`config.mk`:
```
export PLATFORM = sky130hd
export DESIGN_NAME = mux_striping_n
export DESIGN_NICKNAME = d
export VERILOG_FILES = /design/src/rtl/mux_striping_n.sv
export SDC_FILE = /design/constraint.sdc
export NUM_CORES = 1
export LEC_CHECK = 0
export CORE_ASPECT_RATIO = 0.5
export CORE_UTILIZATION = 33
export DETAILED_ROUTE_END_ITERATION = 16
export PLACE_DENSITY = 0.55
export SYNTH_ARGS = -nofsm -noshare
export SYNTH_HDL_FRONTEND = slang
export SYNTH_SLANG_ARGS = --single-unit
export TNS_END_PERCENT = 20
```
`constraint.sdc`:
```
create_clock -name clk_nf -period 5.75 [get_ports clk_nf]
set_input_delay 0.8625 -clock clk_nf [delete_from_list [all_inputs] [get_ports clk_nf]]
set_output_delay 0.8625 -clock clk_nf [all_outputs]
set_load 0.03 [all_outputs]
```
`src/rtl/mux_striping_n.sv`:
```
// mux_striping_n: merges LANES parallel lane streams into one serialized
// word stream. Each lane has its own FIFO. A read pointer walks the active
// lanes and pops at most one FIFO per clock. There are two read modes:
//   - strict round-robin, which stalls on an empty lane;
//   - skip, which jumps to the next non-empty active lane.
//
// Ports:
//   clk_nf     - sole clock (N x lane rate), rising edge
//   reset      - asynchronous, active-high
//   lane_data  - LANES packed words, lane i at [i*WIDTH +: WIDTH]
//   lane_valid - per-lane push strobe
//   lane_cnt   - active link width; 0 -> 1, >LANES -> LANES
//   skip_mode  - 0 strict round-robin, 1 skip empty lanes
//   data_out   - registered serialized word
//   valid_out  - registered, high when data_out carries a new word
//   lane_sel   - registered source lane of data_out
//   lane_full  - per-lane FIFO full (registered-state decode)
//   overflow   - per-lane sticky drop flag
module mux_striping_n #(
    parameter int LANES = 4,
    parameter int WIDTH = 32,
    parameter int DEPTH = 4
) (
    input  logic                   clk_nf,
    input  logic                   reset,
    input  logic [LANES*WIDTH-1:0] lane_data,
    input  logic [LANES-1:0]       lane_valid,
    input  logic [3:0]             lane_cnt,
    input  logic                   skip_mode,
    output logic [WIDTH-1:0]       data_out,
    output logic                   valid_out,
    output logic [2:0]             lane_sel,
    output logic [LANES-1:0]       lane_full,
    output logic [LANES-1:0]       overflow
);
    localparam int            AW       = $clog2(DEPTH);
    localparam logic [AW:0]   FULL_CNT = (AW+1)'(DEPTH);
    localparam logic [3:0]    LANES4   = 4'(LANES);

    // Per-lane heads and occupancy, padded to 8 entries so that a 3-bit
    // lane index always lands inside the array.
    logic [WIDTH-1:0] head [8];
    logic [7:0]       occ;
    logic [LANES-1:0] pop;

    logic [2:0] ptr;
    logic [3:0] eff_cnt;
    logic [2:0] start;
    logic       pick_hit;
    logic [2:0] pick_lane;
    logic [3:0] sum;
    logic [3:0] nxt;

    always_comb begin
        if (lane_cnt == 4'd0)        eff_cnt = 4'd1;
        else if (lane_cnt > LANES4)  eff_cnt = LANES4;
        else                         eff_cnt = lane_cnt;
    end

    // A pointer stranded past a shrunken link width restarts at lane 0.
    assign start = ({1'b0, ptr} >= eff_cnt) ? 3'd0 : ptr;

    always_comb begin
        pick_hit  = 1'b0;
        pick_lane = start;
        sum       = 4'd0;
        if (!skip_mode) begin
            pick_hit = occ[start];
        end else begin
            // Walk offsets from farthest to nearest so the nearest
            // non-empty lane (in scan order from start) wins.
            for (int k = LANES - 1; k >= 0; k--) begin
                sum = {1'b0, start} + 4'(k);
                if (sum >= eff_cnt) sum = sum - eff_cnt;
                if (4'(k) < eff_cnt && occ[sum[2:0]]) begin
                    pick_hit  = 1'b1;
                    pick_lane = sum[2:0];
                end
            end
        end
    end

    always_comb begin
        nxt = {1'b0, pick_lane} + 4'd1;
        if (nxt >= eff_cnt) nxt = 4'd0;
    end

    for (genvar i = 0; i < LANES; i++) begin : g_lane
        logic [WIDTH-1:0] mem [DEPTH];
        logic [AW-1:0]    rd;
        logic [AW-1:0]    wr;
        logic [AW:0]      cnt;
        logic             full;
        logic             push;
        logic             ovf;

        assign full = (cnt == FULL_CNT);
        // A same-edge pop frees the slot, so a full FIFO can still accept.
        assign push = lane_valid[i] && (!full || pop[i]);
        assign pop[i] = pick_hit && (pick_lane == 3'(i));

        assign head[i]      = mem[rd];
        assign occ[i]       = (cnt != '0);
        assign lane_full[i] = full;
        assign overflow[i]  = ovf;

        always_ff @(posedge clk_nf) begin
            if (push) mem[wr] <= lane_data[i*WIDTH +: WIDTH];
        end

        always_ff @(posedge clk_nf or posedge reset) begin
            if (reset) begin
                rd  <= '0;
                wr  <= '0;
                cnt <= '0;
                ovf <= 1'b0;
            end else begin
                if (push)   wr <= wr + 1'b1;
                if (pop[i]) rd <= rd + 1'b1;
                if (push && !pop[i])      cnt <= cnt + 1'b1;
                else if (!push && pop[i]) cnt <= cnt - 1'b1;
                if (lane_valid[i] && full && !pop[i]) ovf <= 1'b1;
            end
        end
    end

    for (genvar j = LANES; j < 8; j++) begin : g_pad
        assign head[j] = '0;
        assign occ[j]  = 1'b0;
    end

    always_ff @(posedge clk_nf or posedge reset) begin
        if (reset) begin
            data_out  <= '0;
            valid_out <= 1'b0;
            lane_sel  <= 3'd0;
            ptr       <= 3'd0;
        end else begin
            valid_out <= pick_hit;
            if (pick_hit) begin
                data_out <= head[pick_lane];
                lane_sel <= pick_lane;
                ptr      <= nxt[2:0];
            end
        end
    end
endmodule

```
==> metrics.txt, run 1 <==
fin cells 2592; die height 193 µm; Core Rows 69; gr usage total 16.0%; most common cell after layout, fill and taps aside edfxtp_1; Post-DRT Antenna Nets 0; leading area contributor after synthesis edfxtp_1; TritonRoute pass-1 iters 5; fmax 180 MHz; CTS H-tree lvls 2; Synth Area in Simple Gates 2.36%; clk sinks 583; Worst setup SP type primary input; DR DRC count 0; critical path class in -> reg; Post-synth EDFFs 512; final instance area 30800 µm²; Final min period 5560 ps; share of synthesized cell area in full adder, half adder and majority cells 2.95%; Leak 10.7 nW; asr flop ratio synth 12.2%; Die Wd 384 µm; period utilization 96.6%; Root Buffer clkbuf_16; # port buffers 182; Pwr Total 19.7 mW; first-pass GRT wire length 87100 µm; relative slew slack 32.7%; number of fillers in the final layout 6175; sequential element share of the synthesized area 71.3%; # nets final 1777; Core Area 71600 µm²; share of layout cells above drive strength 1 32.5%; Reg clk slew, reported paths 60 ps; warnings from Yosys 0; Worst-Margin Slew 1010 ps; CTS hold repair buffers 0; final WL 59200 µm; Max-Cap Viols 0; GR Overflow Total 0; clk_skew 22.0 ps; Unique masters post-synth 75; WP data arrival 6020 ps; HPWL Detailed 41600 µm; fin util 43.1%; vias per cell 4.86; TritonCTS clock tree yes; clock buffer depth 3; final max-slew violation count 0; crit-path max FO 5; initial core utilization 33.6%; CTS buffer count 54; die area 74100 µm²; critical path required time 6220 ps; worst hold path class reg -> reg; Via Count 12595; number of synthesized register bits 583; Hold Violations, Final 0; Clk Latency, worst-skew pair 600 ps; Post-Place Cell Area 28600 µm²; outcome complete, no violations; drt initial violations 918; vias in the first global route 13309; initial antenna violation count 2; syn avg cell area 19.6 µm²; Synth Area in Compound Gates 4.57%; DR WL/cell 22.8 µm; Setup Viol. Count Final 0; top cells by area, synth edfxtp_1 64%, mux4_2 12%, dfrtp_1 7.4%; post-synthesis mux area share 15.6%; Synth-to-Final Area Change 28.1%; setup tns final 0 ps; Pwr per Cell Area 640 nW/µm²; GP Congestion 0.796; Synth Instances 1225; top-area cell type share of the netlist area 63.9%; Synth Area in XOR/XNOR 1.09%; pin count of the biggest net entering global routing 72; main combinational cell family by area after synthesis multiplexers; placed insts 2471; Top FF cell, synth edfxtp_1; io pins 183; Synth Cell Area 24100 µm²; Critical Path End Type flip-flop; most frequent cells in the layout 512 x edfxtp_1, 178 x clkdlybuf4s50_1, 142 x buf_4, 128 x mux4_2, 67 x dfrtp_1; maximum VDD drop 0.381 mV
registers in the layout (all words and copies together) (netlist names):
signal and count:
g_lane.rd 8, ptr 3, g_lane.cnt 12, g_lane.ovf 4
lane_sel 3, g_lane.mem 512, valid_out 1, g_lane.wr 8
data_out 32
cell type report:
cell class | count | area (µm²) | share of cell area [%]
timing repair buffer | 360 | 3580 | 11.6
clock buffer | 69 | 1480 | 4.80
clock inverter | 33 | 438 | 1.42
antenna | 2 | 5.00 | 0.0162
tap | 958 | 1200 | 3.89
sequential | 583 | 17200 | 55.6
multi-input combinational | 540 | 6800 | 22.0
inverter | 47 | 180 | 0.584
cells in the mapped netlist (3+ instances only):
master and instances:
buf_12 5, fa_1 8, buf_1 6, ha_1 44
nor2_1 29, dfrtp_1 71, o21a_1 5, a21o_1 5
nand2_1 20, nand3_1 4, mux4_2 128, mux2_2 34
o221a_2 3, inv_2 5, or3_1 5, xnor2_1 15
inv_1 41, and3_1 3, mux2_1 6, edfxtp_1 512
nor3_1 8, and2_1 11, buf_4 10, o21ai_1 33
nand2b_1 3, a31o_2 4, o21ai_0 8, o22ai_1 3
a21oi_1 8, clkbuf_1 36, xor2_1 15, nor2b_1 5
a22oi_1 32, mux2i_1 42, o211ai_1 7
power breakdown:
| group | leakage, nW | switching (mW) | internal, mW |
|---|---|---|---|
| combinational | 4.25 | 4.99 | 4.63 |
| clock | 0.942 | 1.54 | 2.27 |
| sequential | 5.53 | 0.507 | 5.77 |
| total | 10.7 | 7.05 | 12.7 |
path summary, 6_finish.rpt:
kind                                  start  depth (start not counted)  slack [ps]               end
min in group asynchronous             reset                          3         880     g_lane[1].ovf
worst min-delay path            lane_sel[2]                          1         480       lane_sel[2]
max in group asynchronous             reset                          3        4140   g_lane[2].rd[0]
worst min register to register  lane_sel[2]                          1         480       lane_sel[2]
worst max register to register       ptr[2]                         26         300  g_lane[0].cnt[1]
worst max-delay path            lane_cnt[3]                         27         190  g_lane[0].cnt[1]
what timing repair did:
item,in CTS,in global routing
pin swaps,19,22
endpoints found under the hold margin,0,0
setup endpoints to repair,20,12
buffers inserted,11,6
resized for setup,19,26
metal layers:
layer	global-route usage (%)	up-vias	routed length [µm]
met4	4.18	2	1190
met1	21.4	6646	26000
met2	27.4	210	29800
met3	2.41	81	2220
li1	-	5656	-
met5	0	-	11
worst max-delay path, stage by stage:
cell	delay, ps
clkdlybuf4s15_2	200
nor2_4	150
buf_6	130
nand2_4	50
ha_4	280
nand2_4	40
buf_4	150
o211ai_4	240
inv_2	130
ha_4	190
xnor2_2	170
ha_1	270
o21a_1	190
o31a_1	130
or3_4	370
and3_4	200
nor3_4	210
o21ai_4	100
buf_4	140
a31o_4	270
nor4_4	380
buf_4	190
inv_2	50
ha_2	180
inv_1	60
fa_2	420
mux2_2	270
kinds of logic (layout without fill, tap and decap cells):
kind of cell / Yosys count / in the layout
buffers and inverters: 105 / 509
other: 1 / 6
adders and majority gates: 52 / 52
xor gates and xnor gates: 30 / 30
and+or+nand+nor: 103 / 103
AOI/OAI and AO/OA: 141 / 141
muxes: 210 / 210
DFF: 583 / 583
per-stage QoR:
stage / hold WS [ps] / worst slack [ps]
4_1_cts: 488 / 7.22
3_3_place_gp: 457 / -720
3_5_place_dp: 471 / -883
6_report: 484 / 193
5_1_grt: 494 / -25.2
2_1_floorplan: 443 / -373
Note: power is estimated with default switching activity, not from simulation.
==> inputs of run 2 (changes only) <==
--- a/config.mk
+++ b/config.mk
@@ -6,9 +6,9 @@
 export NUM_CORES = 1
 export LEC_CHECK = 0
 export CORE_ASPECT_RATIO = 0.5
-export CORE_UTILIZATION = 33
+export CORE_UTILIZATION = 40
 export DETAILED_ROUTE_END_ITERATION = 16
-export PLACE_DENSITY = 0.55
+export PLACE_DENSITY = 0.63
 export SYNTH_ARGS = -nofsm -noshare
 export SYNTH_HDL_FRONTEND = slang
 export SYNTH_SLANG_ARGS = --single-unit
==> run 2 against run 1 <==
  * Non-clock buffer count fell by 23
  * Sequential cell count did not move
  * Sequential power is 1% lower
  * Utilization increased by 7.8 points
  * Clock power shrank 9.7%
  * Clock skew increased by 3.8 ps
  * Cell count decreased by 6.7%
  * Design area down 2.0%
  * Critical path type unchanged
==> metrics.txt, run 2 (synthesized netlist as in run 1, its figures left out) <==
outcome complete, no violations; Root Buffer clkbuf_16; Pwr per Cell Area 629 nW/µm²; WP data arrival 5960 ps; placed insts 2306; Critical Path End Type flip-flop; die height 175 µm; TritonRoute pass-1 iters 5; critical path required time 6190 ps; initial core utilization 40.5%; initial antenna violation count 6; clock buffer depth 3; Via Count 12563; Crit path largest cell delay 430 ps; period utilization 96.0%; Die Wd 349 µm; Leak 10.5 nW; worst hold path class reg -> reg; Clk Latency, worst-skew pair 580 ps; setup tns final 0 ps; Core Area 59400 µm²; critical path class in -> reg; DR DRC count 0; DR WL/cell 23.1 µm; io pins 183; GR Overflow Total 0; dpl ws -871 ps; R2R setup slack 320 ps; Synth-to-Final Area Change 25.6%; CP top delay family adder cells; slowest CP cell fa_2; final instance area 30200 µm²; GP Congestion 0.821; Setup Viol. Count Final 0; # port buffers 182; drt initial violations 855; Post-Place Cell Area 28300 µm²; Worst setup SP type primary input; HPWL Detailed 38600 µm; die area 61200 µm²; TritonCTS clock tree yes; final WL 56000 µm; Pwr Total 19.0 mW; crit-path max FO 4; gr usage total 18.6%; CP most frequent cell buf_4; Reg clk slew, reported paths 60 ps; max FFs per register 512; share of layout cells above drive strength 1 30.8%; most frequent cells in the layout 512 x edfxtp_1, 178 x clkdlybuf4s50_1, 128 x mux4_2, 121 x buf_4, 67 x dfrtp_1; post-route setup slack 229 ps; # nets final 1754; first-pass GRT wire length 84200 µm; Final min period 5520 ps; Buf/Inv on CP 8; vias per cell 5.19; RSZ-0062 raised after global routing no; Top reg by flops g_lane.mem; pin count of the biggest net entering global routing 44; Hold Violations, Final 0; Largest regs g_lane.mem x512, data_out x32, g_lane.cnt x12; fin cells 2419; fmax 181 MHz; CTS H-tree lvls 2; final max-slew violation count 0; vias in the first global route 13265; clk sinks 583; maximum VDD drop 0.372 mV; Core Rows 63; CTS buffer count 54; Max-Cap Viols 0; Worst-Margin Slew 884 ps; most common cell after layout, fill and taps aside edfxtp_1; relative slew slack 41.1%; clk_skew 25.8 ps; CTS hold repair buffers 0; Post-DRT Antenna Nets 0
[run 2: worst paths after layout]
check	startpoint	endpoint	depth (start not counted)
max	lane_cnt[1]	g_lane[1].cnt[1]	25
min	g_lane[0].ovf	g_lane[0].ovf	1
max reg2reg	ptr[2]	g_lane[1].cnt[1]	23
min reg2reg	g_lane[0].ovf	g_lane[0].ovf	1
max in group asynchronous	reset	g_lane[2].rd[0]	3
min in group asynchronous	reset	g_lane[1].wr[1]	2
[run 2: cell type report]
cell class	count	area, µm²
Antenna cell	2	5.00
Clock buffer	67	1450
Clock inverter	31	256
Fill cell	4725	29100
Inverter	47	180
Multi-Input combinational cell	540	6780
Sequential cell	583	17200
Tap cell	812	1020
Timing Repair Buffer	337	3380
[run 2: power by group]
part,internal (mW),switching [mW],leakage (nW)
Clock,1.96,1.49,0.834
Sequential,5.77,0.421,5.53
Combinational,4.41,4.96,4.13
Total,12.1,6.87,10.5
[run 2: layer usage]
metal | GRT usage, % | part of all wire (%) | vias to the layer above
li1 | - | - | 5608
met1 | 25.1 | 42 | 6586
met2 | 31.6 | 50 | 298
met3 | 3.53 | 5.8 | 65
met4 | 3.45 | 1.4 | 6
met5 | 0 | 0.064 | -
[run 2: metrics by stage]
stage / utilization, % / hold WS, ps
floorplan: - / 443
global placement: 47.6 / 455
detailed placement: 47.6 / 457
CTS: 50.6 / 471
global route: 50.9 / 483
finish: 50.9 / 468
[run 2: repair_timing]
item,in CTS,in global routing
resized for setup,10,28
buffers inserted,4,9
pin swaps,5,26
endpoints found under the setup margin,134,10
